===== config.mk =====
export PLATFORM = sky130hd
export DESIGN_NAME = aes_core_ctrl
export DESIGN_NICKNAME = d
export VERILOG_FILES = /design/src/rtl/aes_pkg.sv /design/src/rtl/aes_watchdog.sv /design/src/rtl/aes_core_ctrl.sv
export SDC_FILE = /design/constraint.sdc
export NUM_CORES = 1
export LEC_CHECK = 0
export BUFFER_PORTS_ARGS = -buffer_cell sky130_fd_sc_hd__buf_4
export CORE_MARGIN = 4
export CORE_UTILIZATION = 35
export CTS_CLUSTER_SIZE = 40
export DETAILED_ROUTE_END_ITERATION = 6
export MAX_ROUTING_LAYER = met4
export PLACE_DENSITY = 0.79
export SLEW_MARGIN = 20
export SYNTH_ARGS = -nofsm -noshare
export SYNTH_HDL_FRONTEND = slang
export SYNTH_SLANG_ARGS = --single-unit

===== constraint.sdc =====
create_clock -name clk -period 1.8 [get_ports clk]
set_clock_uncertainty 0.05 [all_clocks]
set_input_delay 0.18 -clock clk [delete_from_list [all_inputs] [get_ports clk]]
set_output_delay 0.18 -clock clk [all_outputs]
set_load 0.005 [all_outputs]

===== src/rtl/aes_pkg.sv =====
// Shared AES core definitions: key length codes, controller state encodings
// and error cause codes used by the core controller and its sub-blocks.
package aes_pkg;

  localparam logic [3:0] AES_128_BIT_KEY = 4'd0;
  localparam logic [3:0] AES_192_BIT_KEY = 4'd1;
  localparam logic [3:0] AES_256_BIT_KEY = 4'd2;

  typedef enum logic [2:0] {
    CTRL_IDLE      = 3'd0,
    CTRL_KEY_START = 3'd1,
    CTRL_KEY_WAIT  = 3'd2,
    CTRL_ENC_START = 3'd3,
    CTRL_ENC_WAIT  = 3'd4
  } ctrl_state_e;

  typedef enum logic [1:0] {
    ERR_NONE       = 2'd0,
    ERR_BAD_KEYLEN = 2'd1,
    ERR_NO_KEY     = 2'd2,
    ERR_TIMEOUT    = 2'd3
  } err_code_e;

  function automatic logic keylen_is_valid(input logic [3:0] code);
    return (code == AES_128_BIT_KEY) ||
           (code == AES_192_BIT_KEY) ||
           (code == AES_256_BIT_KEY);
  endfunction

endpackage


===== src/rtl/aes_watchdog.sv =====
// Clear/enable busy counter with a terminal-count flag; the controller uses
// it both to abort hung sub-blocks and to recognise the first WAIT cycle.
module aes_watchdog #(
  parameter int unsigned TIMEOUT_CYCLES = 255,
  parameter int unsigned CNT_W          = 8
) (
  input  logic             clk,
  input  logic             reset_n,
  input  logic             clear,
  input  logic             enable,
  output logic [CNT_W-1:0] count,
  output logic             expired
);

  localparam logic [CNT_W-1:0] LIMIT = CNT_W'(TIMEOUT_CYCLES);

  // Saturates at the limit so a controller that lingers cannot wrap it.
  always_ff @(posedge clk) begin
    if (!reset_n) begin
      count <= '0;
    end else if (clear) begin
      count <= '0;
    end else if (enable && !expired) begin
      count <= count + CNT_W'(1);
    end
  end

  assign expired = (count == LIMIT);

endmodule


===== src/rtl/aes_core_ctrl.sv =====
// AES core control FSM: accepts init/next commands, pulses the key expansion
// and encipher start strobes, owns the shared s-box mux and the status flags.
module aes_core_ctrl
  import aes_pkg::*;
#(
  parameter int unsigned TIMEOUT_CYCLES = 255,
  parameter int unsigned CNT_W          = 8
) (
  input  logic        clk,
  input  logic        reset_n,
  input  logic        init,
  input  logic        next,
  input  logic [3:0]  keylen,
  output logic [3:0]  keylen_q,
  output logic        key_init,
  input  logic        key_ready,
  output logic        enc_next,
  input  logic        enc_ready,
  input  logic [31:0] key_sboxw,
  input  logic [31:0] enc_sboxw,
  output logic [31:0] sboxw,
  output logic        ready,
  output logic        key_valid,
  output logic        result_valid,
  output logic        error,
  output logic [1:0]  err_code
);

  ctrl_state_e state;
  ctrl_state_e state_next;

  logic [3:0]       keylen_next;
  logic             key_valid_next;
  logic             result_valid_next;
  logic             error_next;
  logic [1:0]       err_code_next;

  logic             wd_clear;
  logic             wd_enable;
  logic [CNT_W-1:0] wd_count;
  logic             wd_expired;
  logic             guard;

  aes_watchdog #(
    .TIMEOUT_CYCLES(TIMEOUT_CYCLES),
    .CNT_W         (CNT_W)
  ) u_watchdog (
    .clk    (clk),
    .reset_n(reset_n),
    .clear  (wd_clear),
    .enable (wd_enable),
    .count  (wd_count),
    .expired(wd_expired)
  );

  // The counter is cleared in START, so zero marks the guard cycle in WAIT.
  assign wd_enable = (state == CTRL_KEY_WAIT) || (state == CTRL_ENC_WAIT);
  assign guard     = (wd_count == '0);

  always_ff @(posedge clk) begin
    if (!reset_n) begin
      state        <= CTRL_IDLE;
      keylen_q     <= AES_128_BIT_KEY;
      key_valid    <= 1'b0;
      result_valid <= 1'b0;
      error        <= 1'b0;
      err_code     <= ERR_NONE;
    end else begin
      state        <= state_next;
      keylen_q     <= keylen_next;
      key_valid    <= key_valid_next;
      result_valid <= result_valid_next;
      error        <= error_next;
      err_code     <= err_code_next;
    end
  end

  always_comb begin
    state_next        = state;
    keylen_next       = keylen_q;
    key_valid_next    = key_valid;
    result_valid_next = result_valid;
    error_next        = 1'b0;
    err_code_next     = err_code;
    wd_clear          = 1'b0;
    key_init          = 1'b0;
    enc_next          = 1'b0;

    case (state)
      CTRL_IDLE: begin
        // init takes priority; a simultaneous next is dropped.
        if (init) begin
          if (keylen_is_valid(keylen)) begin
            keylen_next       = keylen;
            key_valid_next    = 1'b0;
            result_valid_next = 1'b0;
            err_code_next     = ERR_NONE;
            state_next        = CTRL_KEY_START;
          end else begin
            error_next    = 1'b1;
            err_code_next = ERR_BAD_KEYLEN;
          end
        end else if (next) begin
          if (key_valid) begin
            result_valid_next = 1'b0;
            err_code_next     = ERR_NONE;
            state_next        = CTRL_ENC_START;
          end else begin
            error_next    = 1'b1;
            err_code_next = ERR_NO_KEY;
          end
        end
      end

      CTRL_KEY_START: begin
        key_init   = 1'b1;
        wd_clear   = 1'b1;
        state_next = CTRL_KEY_WAIT;
      end

      CTRL_KEY_WAIT: begin
        if (!guard && key_ready) begin
          key_valid_next = 1'b1;
          state_next     = CTRL_IDLE;
        end else if (wd_expired) begin
          error_next        = 1'b1;
          err_code_next     = ERR_TIMEOUT;
          key_valid_next    = 1'b0;
          result_valid_next = 1'b0;
          state_next        = CTRL_IDLE;
        end
      end

      CTRL_ENC_START: begin
        enc_next   = 1'b1;
        wd_clear   = 1'b1;
        state_next = CTRL_ENC_WAIT;
      end

      CTRL_ENC_WAIT: begin
        if (!guard && enc_ready) begin
          result_valid_next = 1'b1;
          state_next        = CTRL_IDLE;
        end else if (wd_expired) begin
          error_next        = 1'b1;
          err_code_next     = ERR_TIMEOUT;
          key_valid_next    = 1'b0;
          result_valid_next = 1'b0;
          state_next        = CTRL_IDLE;
        end
      end

      default: begin
        state_next = CTRL_IDLE;
      end
    endcase
  end

  assign ready = (state == CTRL_IDLE);
  assign sboxw = ((state == CTRL_ENC_START) || (state == CTRL_ENC_WAIT)) ? enc_sboxw : key_sboxw;

endmodule


==> results.cfg <==
[sta]
drv_slew = 0
rsz0062_at_grt = true
period_minus_slack_ns = 2.01
worstMarginPinSlew_ns = 0.592
maxSlewHeadroom_pct = 60.5
hold_viol = 0
finalCritPeriodShare_pct = 112
setup_viol = 39
hold_ws_ns = 0.133
max_freq_ghz = 0.498
finalWorstSetupSlack_ns = -0.209

[global_routing]
grt_max_degree = 16
grt_overflow = 0
grt_pass1_vias = 1952
antenna_found_initial = 0
grt.total_usage_pct = 23.4
grt_pass1_wl_mm = 9.27

[floorplan]
initial_utilization_pct = 36.0
die_w_um = 72.1
num_rows = 23
coreArea_um2 = 4000
die_h_um = 72.1
io_pins = 118
dieArea_um2 = 5200

[yosys]
yosysTopAreaCell = dfxtp_1
avgSynthCellArea_um2 = 8.94
yosys_warnings = 0
synth_ff_type = dfxtp_1
synth_edf_count = 0
syn_area_um2 = 1440
async_flop_share_pct = 0
syn_inst = 161
synth_nets = 237
synth-seq-cells = 20
synthDistinctLibCells = 38
yosysTopAreaCellShare_pct = 27.8
synth_area_leaders = dfxtp_1 (28%), mux2_2 (25%), a21oi_1 (3.5%)
yosysSeqAreaShare_pct = 27.8

[critical_path]
critical_path_class = flop to flop
arrival_ns = 2.11
worst_path_max_delay_cell = or3_1
regToRegSetupSlack_ns = -0.21
startpoint = state[0]
worstPathRequired_ns = 1.91
end_kind = flop
cp_num_buf_inv = 1
cp-start-kind = flop
max_stage_delay_ns = 0.50
crit_family = simple AND/OR/NAND/NOR gates
path_max_fanout = 6
r2r_start = state[0]
crit_chain = buf_4 -> or3_1 -> nor3_1 -> nor4b_4 -> o221a_2

[finish]
layoutNonFillerInstCount = 356
drive_gt1_share_pct = 71.6
final_common_cell = buf_4
syn_to_final_growth_pct = 104
final_net_count = 383
final_cell_mix = buf_4 (130), mux2_2 (19), buf_6 (18)
antenna_cells = 0

[placed_design]
place_congestion = 0.845
io_buffers = 117
dp.cells = 341
dpl.hpwl_mm = 4.59

[power]
p_per_area_nw_per_um2 = 487
power.leakage_nw = 1.44
irDropWorstVdd_mv = 0.298

[clocking]
cts_buffer_depth = 2
cts_buffers = 3
clock-sinks = 20
htreeDepth = 1
postCtsHoldBufs = 0
path_clk_slew_ns = 0.09
cts_tree = built
clk_latency_ns = 0.27
root_buffer = clkbuf_8

[run_status]
violations = negative setup slack
status = finished, violations left

[drt]
detail-route-antenna-nets = 0
drt_iter0_drc = 118
vias = 1908
firstDrtPassIters = 4
wirelength_mm = 7.02
drc = 0
vias_per_cell = 5.36
wl_per_cell_um = 19.7

[min_path]
hold_class = input port to flop
min-delay-start = keylen[1]

[flow_run]
drv_cap = 0
==> tightest hold or removal path, stage by stage <==
cell,delay [ns]
buf_4,0.08
mux2i_1,0.05
nor2b_1,0.09
==> cells by family after synthesis <==
logic type               Yosys count  share of synthesized area, %
AND/OR/NAND/NOR                   53                          21.4
multiplexers                      35                          27.1
AO/OA/AOI/OAI                     34                          16.3
flip-flops                        20                          27.8
buffers and inverters             15                          4.43
XOR/XNOR                           2                          1.22
adder cells (fa/ha/maj)            2                          1.74
==> cell usage after synthesis, drive strengths merged, types with 3 or more instances <==
cell,n
nand4,3
buf,6
dfxtp,20
o221a,3
nor3b,3
nand2,9
mux2,32
nor2,9
mux2i,3
or3,5
nor3,3
o21ai,8
inv,6
or4,4
nand3,5
clkbuf,3
nor2b,4
o31ai,4
a21oi,10
==> area by class of cell <==
class                           count  area [um2]
Timing Repair Buffer              150        1210
Multi-Input combinational cell    126        1170
Fill cell                         264        1060
Sequential cell                    20         414
Tap cell                           50        62.6
Clock buffer                        4        55.1
Inverter                            6        22.5
==> routing by layer <==
metal / vias up / wire [um] / global-route usage (%) / part of all wire (%)
li1: 896 / - / - / -
met1: 907 / 2530 / 25.5 / 36
met2: 78 / 3830 / 41.0 / 55
met3: 27 / 449 / 6.23 / 6.4
met4: 0 / 211 / 7.52 / 3.0
met5: - / 0 / - / 0
==> power by group <==
part           internal, W  switching (W)
sequential        0.000461      0.0000206
combinational     0.000359       0.000229
clock             0.000195       0.000166
==> final timing paths <==
check,to,cells after the start
max,err_code[1],5
max reg2reg,err_code[1],5
min reg2reg,keylen_q[2],1
min,keylen_q[1],3
==> state kept, by name, indices dropped and copies added, names as in the netlist <==
name              flops
state                 3
err_code              2
keylen_q              4
error                 1
key_valid             1
result_valid          1
u_watchdog.count      8
==> repair_timing <==
action	in CTS	in global routing
gates resized for setup	26	47
pin swaps	7	15
endpoints found under the setup margin	37	51
endpoints found under the hold margin	0	0
setup buffers	6	5
gates cloned	2	1
==> per-stage QoR <==
step | total power, W | cell area, um2 | setup slack (ns) | TNS [ns] | utilization [%]
2_1_floorplan | 0.000672 | 1450 | 0.00320 | 0 | -
3_3_place_gp | 0.000946 | 2530 | -0.0140 | -0.0277 | 63.2
3_5_place_dp | 0.000960 | 2530 | -0.0775 | -0.229 | 63.2
4_1_cts | 0.00135 | 2780 | -0.128 | -3.29 | 69.5
5_1_grt | 0.00149 | 2940 | -0.230 | -5.71 | 73.4
6_report | 0.00143 | 2940 | -0.209 | -3.53 | 73.4
(Power assumes the default switching activity.)
